<file path="config.mk">
export PLATFORM = sky130hd
export DESIGN_NAME = stream_fifo
export DESIGN_NICKNAME = d
export VERILOG_FILES = /design/src/rtl/stream_fifo_pkg.sv /design/src/rtl/stream_fifo_mem.sv /design/src/rtl/stream_fifo.sv
export SDC_FILE = /design/constraint.sdc
export NUM_CORES = 1
export LEC_CHECK = 0
export BUFFER_PORTS_ARGS = -buffer_cell sky130_fd_sc_hd__buf_2
export CAP_MARGIN = 20
export CELL_PAD_IN_SITES_DETAIL_PLACEMENT = 0
export CELL_PAD_IN_SITES_GLOBAL_PLACEMENT = 1
export CORE_MARGIN = 2
export CORE_UTILIZATION = 30
export CTS_BUF_LIST = sky130_fd_sc_hd__clkbuf_8 sky130_fd_sc_hd__clkbuf_16
export CTS_CLUSTER_SIZE = 24
export DETAILED_ROUTE_END_ITERATION = 10
export PLACE_DENSITY = 0.66
export SYNTH_ARGS = -nofsm -noshare
export SYNTH_HDL_FRONTEND = slang
export SYNTH_SLANG_ARGS = --single-unit
</file>
<file path="constraint.sdc">
create_clock -name clk -period 4.6 [get_ports clk]
set_input_delay 0.69 -clock clk [delete_from_list [all_inputs] [get_ports clk]]
set_output_delay 0.69 -clock clk [all_outputs]
set_load 0.03 [all_outputs]
</file>
<file path="src/rtl/stream_fifo_pkg.sv">
// Shared constants and sizing helpers for the stream FIFO slice.
package stream_fifo_pkg;

  localparam int DEF_WIDTH      = 32;
  localparam int DEF_DEPTH      = 3;
  localparam int DEF_AEMPTY_THR = 1;
  localparam int DEF_FWFT       = 1;

  // Bits needed to hold an occupancy value in the range 0..depth.
  function automatic int cnt_width(input int depth);
    return $clog2(depth + 1);
  endfunction

  // Bits needed to address depth entries; never narrower than one bit.
  function automatic int ptr_width(input int depth);
    return (depth > 1) ? $clog2(depth) : 1;
  endfunction

endpackage

</file>
<file path="src/rtl/stream_fifo_mem.sv">
// DEPTH x WIDTH storage: one synchronous write port, one asynchronous read port.
// Contents are intentionally not reset; the control logic tracks validity.
module stream_fifo_mem
  import stream_fifo_pkg::*;
#(
  parameter int WIDTH = DEF_WIDTH,
  parameter int DEPTH = DEF_DEPTH,
  parameter int PW    = ptr_width(DEF_DEPTH)
) (
  input  logic             clk,
  input  logic             wr_en,
  input  logic [PW-1:0]    wr_addr,
  input  logic [WIDTH-1:0] wr_data,
  input  logic [PW-1:0]    rd_addr,
  output logic [WIDTH-1:0] rd_data
);

  logic [WIDTH-1:0] mem_r [DEPTH];

  // Store the incoming word at the write address when enabled.
  always_ff @(posedge clk) begin
    if (wr_en) begin
      mem_r[wr_addr] <= wr_data;
    end else begin
      mem_r[wr_addr] <= mem_r[wr_addr];
    end
  end

  assign rd_data = mem_r[rd_addr];

endmodule

</file>
<file path="src/rtl/stream_fifo.sv">
// Stream FIFO control: modulo-DEPTH pointers, registered occupancy count,
// count-decoded flags, sticky error flags and FWFT / registered read paths.
module stream_fifo
  import stream_fifo_pkg::*;
#(
  parameter int WIDTH      = DEF_WIDTH,
  parameter int DEPTH      = DEF_DEPTH,
  parameter int AFULL_THR  = DEPTH - 1,
  parameter int AEMPTY_THR = DEF_AEMPTY_THR,
  parameter int FWFT       = DEF_FWFT
) (
  input  logic                         clk,
  input  logic                         reset,
  input  logic                         w_valid,
  output logic                         w_ready,
  input  logic [WIDTH-1:0]             data_in,
  input  logic                         r_ready,
  output logic                         r_valid,
  output logic [WIDTH-1:0]             data_out,
  output logic                         fifo_full,
  output logic                         fifo_empty,
  output logic                         almost_full,
  output logic                         almost_empty,
  output logic [cnt_width(DEPTH)-1:0]  count,
  output logic                         overflow,
  output logic                         underflow
);

  localparam int CW = cnt_width(DEPTH);
  localparam int PW = ptr_width(DEPTH);

  localparam logic [CW-1:0] DEPTH_C    = CW'(DEPTH);
  localparam logic [CW-1:0] AFULL_C    = CW'(AFULL_THR);
  localparam logic [CW-1:0] AEMPTY_C   = CW'(AEMPTY_THR);
  localparam logic [PW-1:0] LAST_PTR   = PW'(DEPTH - 1);
  localparam logic          REG_READ   = (FWFT == 0) ? 1'b1 : 1'b0;

  logic [PW-1:0]    wr_ptr_r;
  logic [PW-1:0]    rd_ptr_r;
  logic [CW-1:0]    count_r;
  logic             overflow_r;
  logic             underflow_r;
  logic             full_s;
  logic             empty_s;
  logic             wr_en_s;
  logic             pop_s;
  logic [WIDTH-1:0] rd_data_s;

  // Advance a pointer with explicit wrap at DEPTH-1 (DEPTH need not be 2^n).
  function automatic logic [PW-1:0] ptr_next(input logic [PW-1:0] p);
    if (p == LAST_PTR) begin
      return {PW{1'b0}};
    end else begin
      return p + PW'(1);
    end
  endfunction

  // Decode status from the registered count and qualify write/pop requests.
  // A full FIFO never accepts a write even if a pop happens the same cycle.
  always_comb begin
    full_s  = (count_r == DEPTH_C);
    empty_s = (count_r == {CW{1'b0}});
    wr_en_s = w_valid && !full_s && !reset;
    pop_s   = r_ready && !empty_s && !reset;
  end

  // Pointer and occupancy update; a reset cycle discards everything.
  always_ff @(posedge clk) begin
    if (reset) begin
      wr_ptr_r <= {PW{1'b0}};
      rd_ptr_r <= {PW{1'b0}};
      count_r  <= {CW{1'b0}};
    end else begin
      if (wr_en_s) begin
        wr_ptr_r <= ptr_next(wr_ptr_r);
      end else begin
        wr_ptr_r <= wr_ptr_r;
      end
      if (pop_s) begin
        rd_ptr_r <= ptr_next(rd_ptr_r);
      end else begin
        rd_ptr_r <= rd_ptr_r;
      end
      case ({wr_en_s, pop_s})
        2'b10:   count_r <= count_r + CW'(1);
        2'b01:   count_r <= count_r - CW'(1);
        default: count_r <= count_r;
      endcase
    end
  end

  // Sticky error flags: dropped writes and empty read requests (registered mode).
  always_ff @(posedge clk) begin
    if (reset) begin
      overflow_r  <= 1'b0;
      underflow_r <= 1'b0;
    end else begin
      overflow_r  <= overflow_r | (w_valid & full_s);
      underflow_r <= underflow_r | (REG_READ & r_ready & empty_s);
    end
  end

  stream_fifo_mem #(
    .WIDTH (WIDTH),
    .DEPTH (DEPTH),
    .PW    (PW)
  ) u_mem (
    .clk     (clk),
    .wr_en   (wr_en_s),
    .wr_addr (wr_ptr_r),
    .wr_data (data_in),
    .rd_addr (rd_ptr_r),
    .rd_data (rd_data_s)
  );

  generate
    if (FWFT != 0) begin : g_fwft
      logic [WIDTH-1:0] data_out_s;

      // Head entry falls through; masked to zero while empty so reset reads 0.
      always_comb begin
        if (empty_s) begin
          data_out_s = {WIDTH{1'b0}};
        end else begin
          data_out_s = rd_data_s;
        end
      end

      assign r_valid  = !empty_s;
      assign data_out = data_out_s;
    end else begin : g_reg
      logic             r_valid_r;
      logic [WIDTH-1:0] data_out_r;

      // Registered read: popped word is presented for exactly one cycle.
      always_ff @(posedge clk) begin
        if (reset) begin
          r_valid_r  <= 1'b0;
          data_out_r <= {WIDTH{1'b0}};
        end else begin
          r_valid_r <= pop_s;
          if (pop_s) begin
            data_out_r <= rd_data_s;
          end else begin
            data_out_r <= data_out_r;
          end
        end
      end

      assign r_valid  = r_valid_r;
      assign data_out = data_out_r;
    end
  endgenerate

  assign w_ready      = !full_s;
  assign fifo_full    = full_s;
  assign fifo_empty   = empty_s;
  assign almost_full  = (count_r >= AFULL_C);
  assign almost_empty = (count_r <= AEMPTY_C);
  assign count        = count_r;
  assign overflow     = overflow_r;
  assign underflow    = underflow_r;

endmodule

</file>
==> results by group <==
Run status
  – Outcome: completed

Global routing
  – Global route total overflow: 0
  – Initial antenna violation count: 0
  – Total Routing Usage GR: about a tenth
  – Global-route wire length before repair: 12,260 um
  – Number of global-route vias before repair: about 2,400
  – Largest net degree at the start of global routing: 37

Finish
  – Final instance area: about 5200 um2
  – ANT cells: 0
  – Share of cells above drive strength 1: 40.00%
  – Layout overhead on the synthesized area: 19.87%
  – Nets@finish: roughly 370

STA
  – Setup TNS Final: 0 ps
  – Total of endpoints with negative setup slack in the final report: 0
  – Worst-case clock skew: 6.495 ps
  – RSZ-0062 raised after global routing: false
  – Worst-case headroom to the max-slew limit: 29.04%
  – Final cycle utilization of the critical path: around three fifths
  – Final worst path period need: between 2000 and 3000 ps
  – Count of endpoints failing hold in the final timing report: 0
  – Max Clock Freq: about 360 MHz
  – Worst hold slack: around 470 ps
  – Transition at the pin with the smallest max-transition slack: between 1000 and 1500 ps
  – Final Slew Violations: 0

Detailed routing
  – Post-detailed-routing wire length: 7657 um
  – Metal2 WL: 3886 um
  – Uppermost layer routed: met4
  – Iteration-0 DRC count of the detailed router: 113
  – DRT Pass-1 Iters: 4
  – Mean routed wirelength per cell: around 15 um
  – DRC errors left: 0
  – Antenna-violating nets left: 0
  – Total via count after detailed routing: ~2,200
  – Met3 routed WL: around 400 um
  – Vias/cell: approximately 4.3
  – Met1 wire length: about 3300 um

Critical path
  – Startpoint types: flip-flop
  – Data required time at the worst endpoint: between 3000 and 4000 ps
  – Crit-path slowest cell: sky130_fd_sc_hd__dfxtp_2
  – Delay of the slowest cell on the worst path: between 700 and 800 ps
  – Stages on the worst setup path: 5
  – Crit path max-delay family: flip-flops
  – Critical path capture point type: output port
  – Largest fanout on the critical path: 17
  – Data arrival at the endpoint of the critical path: around 2100 ps
  – Setup Crit Path Kind: reg -> out
  – Reg2reg path depth: 4
  – Bufs and invs on worst path: 2
  – Crit path cell chain: buf_16, mux2_4, mux2i_1, nor2_1, buf_2

Clock network
  – CTS tree: done
  – # H-tree levels: 3
  – Setup Fix Bufs, Post-CTS: 0
  – Later-pin clock latency in the skew report: 340 ps
  – Clock buffer count from CTS: 9
  – TritonCTS Sinks: between 100 and 150
  – Clock transition at path regs: about 60 ps
  – CTS Buffer Depth: 2
  – Hold bufs inserted after CTS: 0
  – Total of cells resized after clock tree synthesis: 0
  – Root Buffer: sky130_fd_sc_hd__clkbuf_16

Yosys
  – Ranking of synthesized cells by area: sky130_fd_sc_hd__edfxtp_1 (66%), sky130_fd_sc_hd__mux2_4 (10%), sky130_fd_sc_hd__mux2i_1 (8.1%)
  – Mean post-synth cell area: approximately 17 um2
  – Share of async-settable or async-resettable flops after synthesis: 0%
  – Synth area leader: sky130_fd_sc_hd__edfxtp_1
  – Fraction of synthesized cell area taken by the top area cell type: 66.24%
  – Count of flip-flops with a built-in enable after synthesis: between 90 and 100
  – Flops & latches, synth: roughly 110
  – Net count after synthesis: a little under 300
  – Mapped Cells: between 200 and 300
  – Number of warnings issued by yosys: 0
  – Count of unique library cells instantiated by Yosys: 23
  – Most frequent cell after synthesis: sky130_fd_sc_hd__edfxtp_1
  – Most used flip-flop cell after synthesis: sky130_fd_sc_hd__edfxtp_1
  – Commonest cells in the netlist: sky130_fd_sc_hd__edfxtp_1 (96), sky130_fd_sc_hd__nor2_1 (42), sky130_fd_sc_hd__mux2i_1 (35), sky130_fd_sc_hd__mux2_4 (30), sky130_fd_sc_hd__dfxtp_1 (9)
  – Post-synthesis sequential area ratio: about 70%
  – Netlist area before placement: ~4400 um2

Floorplan
  – Core Region: 14,370 um2
  – Initial cell density of the core: roughly 30%
  – Number of rows created at floorplan: between 40 and 50
  – IO Count: between 70 and 80
  – Die area: approximately 15,000 um2
  – Floorplan die height: ~120 um
  – Die Wd: around 120 um

Placed design
  – Weighted congestion reported at the end of routability-driven placement: 0.6400
  – HPWL Detailed: around 4700 um
  – Placed instance area: approximately 5000 um2
  – Number of port buffers: 76

Power
  – VDD IR-drop max: approximately 0.20 mV
  – Static Leakage: ~0.0019 uW
  – Total power: around 2300 uW
  – PwrDens: ~440 nW/um2

Worst hold path
  – WHS Path Cells: 2
  – Worst min-delay path category: reg -> reg

Job
  – MaxCap Viol Count: 0
==> path summary, 6_finish.rpt <==
kind                  start                  to  slack, ps
setup / recovery  flip-flop        data_out[22]       1800
hold / removal     overflow            overflow        470
setup reg to reg   count[0]  u_mem.mem_r[1][17]       2210
hold reg to reg    overflow            overflow        470
==> worst min-delay path: stages, from the launching register on <==
cell and delay (ps):
sky130_fd_sc_hd__dfxtp_1 330, sky130_fd_sc_hd__a21oi_1 40, sky130_fd_sc_hd__nor2_1 70
==> area by class of cell <==
| cell class | count | area, um2 |
|---|---|---|
| Clock buffer | 9 | 225.2 |
| Timing Repair Buffer | 80 | 450.4 |
| Fill cell | 1391 | 9153 |
| Tap cell | 184 | 230.2 |
| Clock inverter | 7 | 61.31 |
| Inverter | 4 | 15.01 |
| Multi-Input combinational cell | 130 | 1169 |
| Sequential cell | 105 | 3065 |
==> metal layers <==
metal / vias to the layer above / track usage [%]
met5: - / 0
met4: 0 / 3.767
met3: 10 / 3.952
met2: 51 / 16.97
met1: 1082 / 12.48
li1: 1081 / -
==> kinds of logic (layout without fill, tap and decap cells) <==
family | after synthesis | after routing | share of synthesized area (%)
mux | 67 | 67 | 18.92
fa+ha+maj | 5 | 5 | 1.438
compound gates | 3 | 3 | 0.4026
xor+xnor | 2 | 2 | 0.4026
other cells | 1 | 1 | 0.08617
flops | 105 | 105 | 70.39
simple gates | 52 | 52 | 5.147
buf+inv | 18 | 100 | 3.220
==> layout by cell type (no fill, tap or decap), types with 2 or more instances in the layout <==
| cell | synthesis | final |
|---|---|---|
| sky130_fd_sc_hd__a21oi_1 | 2 | 2 |
| sky130_fd_sc_hd__buf_16 | 0 | 2 |
| sky130_fd_sc_hd__buf_2 | 1 | 76 |
| sky130_fd_sc_hd__buf_4 | 4 | 2 |
| sky130_fd_sc_hd__clkbuf_16 | 0 | 9 |
| sky130_fd_sc_hd__clkinv_2 | 0 | 4 |
| sky130_fd_sc_hd__dfxtp_1 | 9 | 7 |
| sky130_fd_sc_hd__dfxtp_2 | 0 | 2 |
| sky130_fd_sc_hd__edfxtp_1 | 96 | 96 |
| sky130_fd_sc_hd__ha_1 | 5 | 4 |
| sky130_fd_sc_hd__inv_1 | 4 | 4 |
| sky130_fd_sc_hd__mux2_2 | 2 | 2 |
| sky130_fd_sc_hd__mux2_4 | 30 | 30 |
| sky130_fd_sc_hd__mux2i_1 | 35 | 35 |
| sky130_fd_sc_hd__nand2b_1 | 3 | 3 |
| sky130_fd_sc_hd__nor2_1 | 42 | 42 |
| sky130_fd_sc_hd__nor2b_1 | 3 | 2 |
| sky130_fd_sc_hd__xor2_1 | 2 | 2 |
==> power breakdown <==
part	switching (uW)	leakage, uW	internal, uW	total (uW)
Sequential	29.8	0.000949	1080	1110
Clock	317	0.000142	416	732
Combinational	272	0.000842	168	440
Total	619	0.00193	1670	2280
==> registers in the layout, summed over array words and instances, names as in the netlist, named ones only <==
register,cells
wr_ptr_r,2
rd_ptr_r,2
overflow,1
count,2
u_mem.mem_r,96
==> metrics by stage <==
step / std cells / setup slack (ps) / util, %
3_3_place_gp: 501 / 1988 / 33.93
6_report: 519 / 1804 / 36.30
2_1_floorplan: 253 / 469.2 / -
5_1_grt: 519 / 1651 / 36.30
4_1_cts: 517 / 1601 / 35.92
3_5_place_dp: 501 / 1974 / 33.93
No activity file was read; power rests on OpenSTA's default activity.
